**config.mk**
```make
export PLATFORM = sky130hd
export DESIGN_NAME = upcount_sequencer
export DESIGN_NICKNAME = d
export VERILOG_FILES = /design/src/rtl/upcount_sequencer.sv
export SDC_FILE = /design/constraint.sdc
export NUM_CORES = 1
export LEC_CHECK = 0
export CAP_MARGIN = 20
export CORE_MARGIN = 2
export CORE_UTILIZATION = 44
export CTS_BUF_LIST = sky130_fd_sc_hd__clkbuf_8 sky130_fd_sc_hd__clkbuf_16
export CTS_CLUSTER_DIAMETER = 200
export DETAILED_ROUTE_END_ITERATION = 10
export GPL_ROUTABILITY_DRIVEN = 0
export GPL_TIMING_DRIVEN = 0
export PLACE_DENSITY = 0.83
export SYNTH_ARGS = -nofsm -noshare
export SYNTH_HDL_FRONTEND = slang
export SYNTH_SLANG_ARGS = --single-unit
```
**constraint.sdc**
```tcl
create_clock -name clk -period 3.9 [get_ports clk]
set_input_delay 0.39 -clock clk [delete_from_list [all_inputs] [get_ports clk]]
set_output_delay 0.39 -clock clk [all_outputs]
set_load 0.01 [all_outputs]
```
**src/rtl/upcount_sequencer.sv**
```systemverilog
// Start/stop sequencer for a tick-gated up-counter with a programmable terminal
// value, one-shot or auto-reload operation, and a one-cycle completion pulse.
module upcount_sequencer #(
  parameter int WIDTH     = 4,
  parameter int LIMIT_RST = 15
) (
  input  logic             clk,
  input  logic             rst,
  input  logic             start,
  input  logic             stop,
  input  logic             periodic,
  input  logic [WIDTH-1:0] limit,
  input  logic             tick,
  output logic [WIDTH-1:0] count,
  output logic             busy,
  output logic             done,
  output logic [1:0]       state
);

  typedef enum logic [1:0] {
    S_IDLE = 2'b00,
    S_RUN  = 2'b01,
    S_DONE = 2'b10
  } state_t;

  localparam logic [WIDTH-1:0] CNT_ZERO = {WIDTH{1'b0}};
  localparam logic [WIDTH-1:0] CNT_ONE  = {{(WIDTH-1){1'b0}}, 1'b1};
  localparam logic [WIDTH-1:0] LIM_INIT = WIDTH'(LIMIT_RST);

  state_t           state_q, state_d;
  logic [WIDTH-1:0] count_q, count_d;
  logic [WIDTH-1:0] lim_q,   lim_d;
  logic             per_q,   per_d;
  logic             busy_q,  busy_d;
  logic             done_q,  done_d;

  // State and output registers; reset is asynchronous and takes effect mid-run.
  always_ff @(posedge clk or negedge rst) begin
    if (!rst) begin
      state_q <= S_IDLE;
      count_q <= CNT_ZERO;
      lim_q   <= LIM_INIT;
      per_q   <= 1'b0;
      busy_q  <= 1'b0;
      done_q  <= 1'b0;
    end else begin
      state_q <= state_d;
      count_q <= count_d;
      lim_q   <= lim_d;
      per_q   <= per_d;
      busy_q  <= busy_d;
      done_q  <= done_d;
    end
  end

  // Next-state logic; stop always outranks start and tick.
  always_comb begin
    state_d = state_q;
    count_d = count_q;
    lim_d   = lim_q;
    per_d   = per_q;
    done_d  = 1'b0;
    case (state_q)
      S_IDLE, S_DONE: begin
        if (stop) begin
          state_d = S_IDLE;
          // A finished run clears the count on stop; an aborted run keeps it.
          if (state_q == S_DONE) begin
            count_d = CNT_ZERO;
          end else begin
            count_d = count_q;
          end
        end else if (start) begin
          lim_d   = limit;
          per_d   = periodic;
          count_d = CNT_ZERO;
          state_d = S_RUN;
        end else begin
          state_d = state_q;
        end
      end
      S_RUN: begin
        if (stop) begin
          state_d = S_IDLE;
        end else if (tick) begin
          if (count_q == lim_q) begin
            done_d = 1'b1;
            if (per_q) begin
              count_d = CNT_ZERO;
            end else begin
              state_d = S_DONE;
            end
          end else begin
            count_d = count_q + CNT_ONE;
          end
        end else begin
          state_d = S_RUN;
        end
      end
      default: begin
        state_d = S_IDLE;
        count_d = CNT_ZERO;
      end
    endcase
    busy_d = (state_d == S_RUN);
  end

  assign count = count_q;
  assign busy  = busy_q;
  assign done  = done_q;
  assign state = state_q;

endmodule

```
==> qor.tcl, run 1 <==
set qor(drive_above_1_share_pct) 24.4
set qor(critical_path.cell_chain) {clkdlybuf4s50_1}
set qor(fp.dieH_um) 43.6
set qor(clk_buf_depth) 2
set qor(initial_antenna_violation_count) 0
set qor(clk_pin_slew_worst_paths_ns) 0.05
set qor(synth_cells) 58
set qor(ys_seq_elements) 13
set qor(cts-hold-fix-buffers) 0
set qor(critical_path.top_delay_family) {buffers and inverters}
set qor(main_combinational_cell_family_by_area_after_synthesis) {simple AND/OR/NAND/NOR gates}
set qor(gr-usage-all-layers_pct) 16.1
set qor(post-place-cells) 90
set qor(route.final.wire_length_um) 1270
set qor(syn_nets) 69
set qor(fillers) 120
set qor(timing_worst_setup_path_type) {register to output port}
set qor(clock_latency_ns) 0.24
set qor(mostFrequentLayoutCell) {sky130_fd_sc_hd__clkdlybuf4s50_1}
set qor(final_sum_of_negative_setup_slack_ns) 0
set qor(placeableCoreArea_um2) 1490
set qor(pin_count_of_the_biggest_net_entering_global_routing) 14
set qor(timing.fmax_ghz) 0.597
set qor(headroom_to_the_max_slew_limit_pct) 62.0
set qor(cts_inserted_buffers) 3
set qor(final_design_area_no_fill_um2) 916
set qor(setup_viol_count_final) 0
set qor(area_growth_syn_to_layout_pct) 32.6
set qor(post_cts_resized) 0
set qor(drt_first_iter_violations) 18
set qor(fp.dieW_um) 43.6
set qor(timing.final.crit_share_pct) 42.9
set qor(antenna_cells_inserted) 0
set qor(pwr_density_cell_nw_per_um2) 477
set qor(drt-vias-per-instance) 5.56
set qor(finalMaxSlewViolations) 0
set qor(min_path_type) {input port to async pin}
set qor(worstSetupEndpointType) {output port}
set qor(number_of_buffer_and_inverter_stages_on_the_critical_path) 1
set qor(port_buffers) 16
set qor(synthesis.yosys.warnings) 0
set qor(cap_viol_max_count) 0
set qor(cts_tree) {done}
set qor(grt_setup_unrepaired) {no}
set qor(critPathArrivalTime_ns) 1.28
set qor(first_global_vias) 479
set qor(drc_errors) 0
set qor(final-seq-area_um2) 330
set qor(dr_total_vias) 523
set qor(full_die_area_um2) 1900
set qor(vdd_drop_max_uv) 297
set qor(synth-adder-area-share_pct) 1.81
set qor(tightestPinTransition_ns) 0.567
set qor(finalCriticalPeriod_ns) 1.67
set qor(placedInstanceArea_um2) 871
set qor(finalCoreUtilization_pct) 61.5
set qor(cp_max_fo) 7
set qor(route.detailed.wl_per_inst_um) 13.5
set qor(dpl.hpwl_um) 954
set qor(post_synth_instance_area_um2) 691
set qor(synth.lib_cells_used.distinct) 26
set qor(synth_compound_gate_area_share_pct) 11.8
set qor(final.setup_skew_ns) 0.00132
set qor(detail_route.first_pass.iterations) 4
set qor(ys_seq_area_share_pct) 47.8
set qor(worst_setup_path_start_kind) {register}
set qor(cts.repair_timing.setup_buffer_count) 0
set qor(critical_path_required_ns) 3.51
set qor(placementRows) 14
set qor(cts.sink_count) 13
set qor(p_leak_nw) 0.360
set qor(grt_first_pass_wirelength_um) 2190
set qor(final_nets) 90
set qor(synth_xor_area_share_pct) 9.42
set qor(multi_input_gate_area_in_the_final_layout_um2) 342
set qor(final-instance-count-excl-fill) 94
set qor(outcome) {finished clean}
set qor(post_synth_and_or_nand_nor_area_fraction_pct) 18.3
set qor(design.portCount) 18
set qor(most_frequent_cells_in_the_layout) {sky130_fd_sc_hd__clkdlybuf4s50_1, sky130_fd_sc_hd__dfrtp_1, sky130_fd_sc_hd__inv_1, sky130_fd_sc_hd__mux2_2}
set qor(remaining_number_of_nets_flagged_by_the_antenna_check_after_routing) 0
set qor(slowest_delay_ns) 0.58
set qor(average_footprint_of_a_synthesized_cell_um2) 11.9
set qor(clock_tree.root_cell) {sky130_fd_sc_hd__clkbuf_8}
set qor(grt_residual_overflow) 0
set qor(clock_tree.htree_level_count) 1
set qor(start_util_pct) 46.4
set qor(cpMaxStageDelayCell) {sky130_fd_sc_hd__clkdlybuf4s50_1}
set qor(hold_viol) 0
set qor(synthMuxAreaShare_pct) 8.15
## registers in the layout, summed over array words and instances (netlist names)
name,cells
state,2
done,1
per_q,1
lim_q,4
count,4
busy,1
## cell usage after synthesis (all sizes together)
master	count	share of area, %
dfrtp	9	33
mux2	5	8.2
dfstp	4	15
inv	4	2.2
o21ai	4	2.9
xnor2	4	9.4
nand3	3	2.2
nor2	3	1.6
nor3b	3	4.0
a31oi	2	1.8
nand2	2	1.1
o31ai	2	2.2
or3	2	1.8
a21oi	1	0.72
clkbuf	1	0.54
ha	1	1.8
nand2b	1	0.91
nand3b	1	1.1
nand4	1	3.1
nor2b	1	0.91
nor3	1	0.72
nor4	1	0.91
o21bai	1	1.1
o311a	1	3.1
## worst paths after layout
kind                            cells past startpoint                   end            startpoint  slack, ns
worst max-delay path                                1              state[0]    state[0]$_DFF_PN0_       2.23
worst max register to register                      4  count[2]$_DFFE_PN0P_  lim_q[3]$_DFFE_PN1P_       2.41
min in group clk                                    2    state[1]$_DFF_PN0_                  stop       0.53
max in group asynchronous                           1  lim_q[1]$_DFFE_PN1P_                   rst       3.02
worst min register to register                      2    state[1]$_DFF_PN0_    state[1]$_DFF_PN0_       0.58
worst min-delay path                                1    state[1]$_DFF_PN0_                   rst       0.51
## layer usage
metal  wire length, µm  share of wire [%]  global-route usage, %  vias to the layer above
li1                  -                  -                      -                      248
met1               631                 50                   22.8                      253
met2               555                 44                   21.8                       17
met3                59                4.6                   5.00                        5
met4                27                2.1                   9.09                        0
met5                 0                  0                      0                        -
## cell families after synthesis
logic type / Yosys count
AO/OA/AOI/OAI: 11
XOR/XNOR: 4
adder cells (fa/ha/maj): 1
buffers and inverters: 5
flip-flops: 13
multiplexers: 5
AND/OR/NAND/NOR: 19
## stage by stage
stage	worst slack [ns]	hold WS, ns	power [mW]
2_1_floorplan	2.51	0.0944	0.274
3_3_place_gp	2.07	0.549	0.315
3_5_place_dp	2.00	0.565	0.321
4_1_cts	2.23	0.532	0.440
5_1_grt	2.17	0.567	0.458
6_report	2.23	0.507	0.437
## layout make-up
class / count / share of cell area [%]
inverters: 4 / 1.64
clock inverters: 1 / 0.410
flip-flops and latches: 13 / 36.1
clock buffers: 3 / 4.51
multi-input cells: 40 / 37.3
plain buffers: 1 / 0.410
well taps: 16 / 2.19
repair buffers: 16 / 17.5
## power breakdown
part	switching [mW]	total [mW]	leakage (nW)	internal (mW)
Sequential	0.0292	0.194	0.162	0.165
Combinational	0.0529	0.124	0.171	0.0707
Clock	0.0488	0.118	0.0269	0.0696
Total	0.131	0.437	0.360	0.306
Power figures use the tool's default switching activity.
==> inputs of run 2 (changes only) <==
--- a/config.mk
+++ b/config.mk
@@ -7,13 +7,13 @@
 export LEC_CHECK = 0
 export CAP_MARGIN = 20
 export CORE_MARGIN = 2
-export CORE_UTILIZATION = 44
+export CORE_UTILIZATION = 41
 export CTS_BUF_LIST = sky130_fd_sc_hd__clkbuf_8 sky130_fd_sc_hd__clkbuf_16
 export CTS_CLUSTER_DIAMETER = 200
 export DETAILED_ROUTE_END_ITERATION = 10
 export GPL_ROUTABILITY_DRIVEN = 0
 export GPL_TIMING_DRIVEN = 0
-export PLACE_DENSITY = 0.83
+export PLACE_DENSITY = 0.82
 export SYNTH_ARGS = -nofsm -noshare
 export SYNTH_HDL_FRONTEND = slang
 export SYNTH_SLANG_ARGS = --single-unit
==> constraint.sdc (replaced) <==
create_clock -name clk -period 1.5 [get_ports clk]
set_input_delay 0.15 -clock clk [delete_from_list [all_inputs] [get_ports clk]]
set_output_delay 0.15 -clock clk [all_outputs]
set_load 0.01 [all_outputs]
==> qor.tcl, run 2 (synthesized netlist as in run 1, its figures left out) <==
set qor(start_util_pct) 44.8 ;# was 46.4%
set qor(critical_path.top_delay_family) {flip-flops} ;# was buffers and inverters
set qor(clk_pin_slew_worst_paths_ns) 0.06 ;# was 0.05 ns
set qor(cp_max_fo) 7 ;# unchanged
set qor(mostFrequentLayoutCell) {sky130_fd_sc_hd__clkdlybuf4s50_1} ;# unchanged
set qor(most_frequent_cells_in_the_layout) {sky130_fd_sc_hd__clkdlybuf4s50_1, sky130_fd_sc_hd__dfrtp_1, sky130_fd_sc_hd__inv_1, sky130_fd_sc_hd__mux2_2} ;# unchanged
set qor(area_growth_syn_to_layout_pct) 39.3 ;# was 32.6%
set qor(use_met2_pct) 23.4 ;# was 21.8%
set qor(placementRows) 14 ;# unchanged
set qor(grt_first_pass_wirelength_um) 2070 ;# was 2190 µm
set qor(pin_count_of_the_biggest_net_entering_global_routing) 14 ;# unchanged
set qor(final_sum_of_negative_setup_slack_ns) 0 ;# unchanged
set qor(first_global_vias) 460 ;# was 479
set qor(grt_setup_unrepaired) {yes} ;# was no
set qor(post-place-cells) 90 ;# unchanged
set qor(cts.sink_count) 13 ;# unchanged
set qor(fp.dieH_um) 45.0 ;# was 43.6 µm
set qor(grt.met3_usage_pct) 2.40 ;# was 5.00%
set qor(number_of_buffer_and_inverter_stages_on_the_critical_path) 0 ;# was 1
set qor(hold-worst-slack_ns) 0.277 ;# was 0.507 ns
set qor(cts_inserted_buffers) 3 ;# unchanged
set qor(remaining_number_of_nets_flagged_by_the_antenna_check_after_routing) 0 ;# unchanged
set qor(headroom_to_the_max_slew_limit_pct) 60.9 ;# was 62.0%
set qor(critical_path.cell_chain) {xnor2_2 > nand4_4 > o311a_4 > a31oi_4} ;# was clkdlybuf4s50_1
set qor(tightestPinTransition_ns) 0.585 ;# was 0.567 ns
set qor(worstSetupEndpointType) {register} ;# was output port
set qor(finalPower_mw) 1.18 ;# was 437 µW
set qor(cap_viol_max_count) 0 ;# unchanged
set qor(clock_tree.htree_level_count) 1 ;# unchanged
set qor(gr-usage-all-layers_pct) 14.2 ;# was 16.1%
set qor(drc_errors) 0 ;# unchanged
set qor(drt-vias-per-instance) 5.43 ;# was 5.56
set qor(timing.final.crit_share_pct) 98.9
set qor(design.portCount) 18 ;# unchanged
set qor(drt_first_iter_violations) 6 ;# was 18
set qor(detail_route.first_pass.iterations) 4 ;# unchanged
set qor(final_nets) 92 ;# was 90
set qor(full_die_area_um2) 2030 ;# was 1900 µm²
set qor(fp.dieW_um) 45.0 ;# was 43.6 µm
set qor(outcome) {finished clean} ;# unchanged
set qor(dr_total_vias) 521 ;# was 523
set qor(timing_worst_setup_path_type) {register to register} ;# was register to output port
set qor(placeableCoreArea_um2) 1540 ;# was 1490 µm²
set qor(finalCriticalPeriod_ns) 1.48
set qor(hold_viol) 0 ;# unchanged
set qor(port_buffers) 16 ;# unchanged
set qor(drive_above_1_share_pct) 32.5 ;# was 24.4%
set qor(cpMaxStageDelayCell) {sky130_fd_sc_hd__dfstp_2} ;# was sky130_fd_sc_hd__clkdlybuf4s50_1
set qor(finalMaxSlewViolations) 0 ;# unchanged
set qor(clk_buf_depth) 2 ;# unchanged
set qor(final_design_area_no_fill_um2) 962 ;# was 916 µm²
set qor(slowest_delay_ns) 0.55 ;# was 0.58 ns
set qor(dpl.hpwl_um) 933 ;# was 954 µm
set qor(cts-hold-fix-buffers) 0 ;# unchanged
set qor(grt_residual_overflow) 0 ;# unchanged
set qor(initial_antenna_violation_count) 0 ;# unchanged
set qor(pwr_density_cell_nw_per_um2) 1230 ;# was 477 nW/µm²
set qor(cts_tree) {done} ;# unchanged
set qor(clock_tree.root_cell) {sky130_fd_sc_hd__clkbuf_8} ;# unchanged
set qor(grt_use_met1_pct) 18.8 ;# was 22.8%
set qor(min_path_type) {input port to async pin} ;# unchanged
set qor(global_route.peak_usage_layer) {met2} ;# was met1
set qor(final.setup_skew_ns) 0.000900 ;# was 0.00132 ns
set qor(route.final.wire_length_um) 1350 ;# was 1270 µm
set qor(critical_path_required_ns) 1.67 ;# was 3.51 ns
set qor(p_leak_nw) 0.370 ;# was 0.360 nW
set qor(placedInstanceArea_um2) 871 ;# unchanged
set qor(fillers) 121 ;# was 120
set qor(vdd_drop_max_uv) 949 ;# was 297 µV
set qor(final-instance-count-excl-fill) 96 ;# was 94
set qor(worst_setup_path_start_kind) {register} ;# unchanged
set qor(route.detailed.wl_per_inst_um) 14.1 ;# was 13.5 µm
set qor(critPathArrivalTime_ns) 1.65 ;# was 1.28 ns
set qor(clock_latency_ns) 0.25 ;# was 0.24 ns
set qor(antenna_cells_inserted) 0 ;# unchanged
set qor(setup_viol_count_final) 0 ;# unchanged
set qor(timing.fmax_ghz) 0.674
-- run 2: area by class of cell --
type | instances | area (µm²) | share of cell area [%]
sequential | 13 | 332 | 34.5
inverter | 4 | 15.0 | 1.56
clock inverter | 1 | 3.75 | 0.390
tap | 16 | 20.0 | 2.08
timing repair buffer | 18 | 175 | 18.2
clock buffer | 3 | 41.3 | 4.29
multi-input combinational | 40 | 372 | 38.6
buffer | 1 | 3.75 | 0.390
-- run 2: worst paths after layout --
path                       slack, ns              endpoint  cells after the start                  from
max                             0.02  count[2]$_DFFE_PN0P_                      4  lim_q[1]$_DFFE_PN1P_
min                             0.28  count[1]$_DFFE_PN0P_                      1                   rst
max reg2reg                     0.02  count[2]$_DFFE_PN0P_                      4  lim_q[1]$_DFFE_PN1P_
min reg2reg                     0.58  count[2]$_DFFE_PN0P_                      1  count[2]$_DFFE_PN0P_
max in group asynchronous       0.81  count[2]$_DFFE_PN0P_                      1                   rst
min in group clk                0.30    state[1]$_DFF_PN0_                      2                  stop
-- run 2: worst reg2reg max path, cell delays in order, from the launching register on --
cell,delay (ns)
sky130_fd_sc_hd__dfstp_2,0.55
sky130_fd_sc_hd__xnor2_2,0.14
sky130_fd_sc_hd__nand4_4,0.18
sky130_fd_sc_hd__o311a_4,0.38
sky130_fd_sc_hd__a31oi_4,0.16
-- run 2: routing by layer --
layer | vias up | routed length [µm]
met1 | 250 | 615
met2 | 15 | 658
met5 | - | 0
met4 | 0 | 13
met3 | 2 | 64
li1 | 254 | -
-- run 2: report_power, final --
group / switching, mW / leakage, nW / internal, mW / total, mW
combinational: 0.152 / 0.182 / 0.209 / 0.361
sequential: 0.0794 / 0.160 / 0.431 / 0.511
clock: 0.131 / 0.0269 / 0.181 / 0.312
-- run 2: through the flow --
step                      util [%]  worst slack (ns)
after detailed placement      56.5           -0.0746
after floorplan                  -             0.116
after CTS                     59.4            0.0120
after global placement        56.5           -0.0712
after global routing          62.4           -0.0333
final                         62.4            0.0159
-- run 2: timing repair --
action / CTS / global route
setup endpoints to repair: 0 / 3
setup buffers: 0 / 2
resized for setup: 0 / 5
==> inputs of run 3 (changes only) <==
--- a/config.mk
+++ b/config.mk
@@ -11,7 +11,6 @@
 export CTS_BUF_LIST = sky130_fd_sc_hd__clkbuf_8 sky130_fd_sc_hd__clkbuf_16
 export CTS_CLUSTER_DIAMETER = 200
 export DETAILED_ROUTE_END_ITERATION = 10
-export GPL_ROUTABILITY_DRIVEN = 0
 export GPL_TIMING_DRIVEN = 0
 export PLACE_DENSITY = 0.82
 export SYNTH_ARGS = -nofsm -noshare
==> results of run 3 <==
No change in the layout: final DEF, timing and power equal those of run 2.
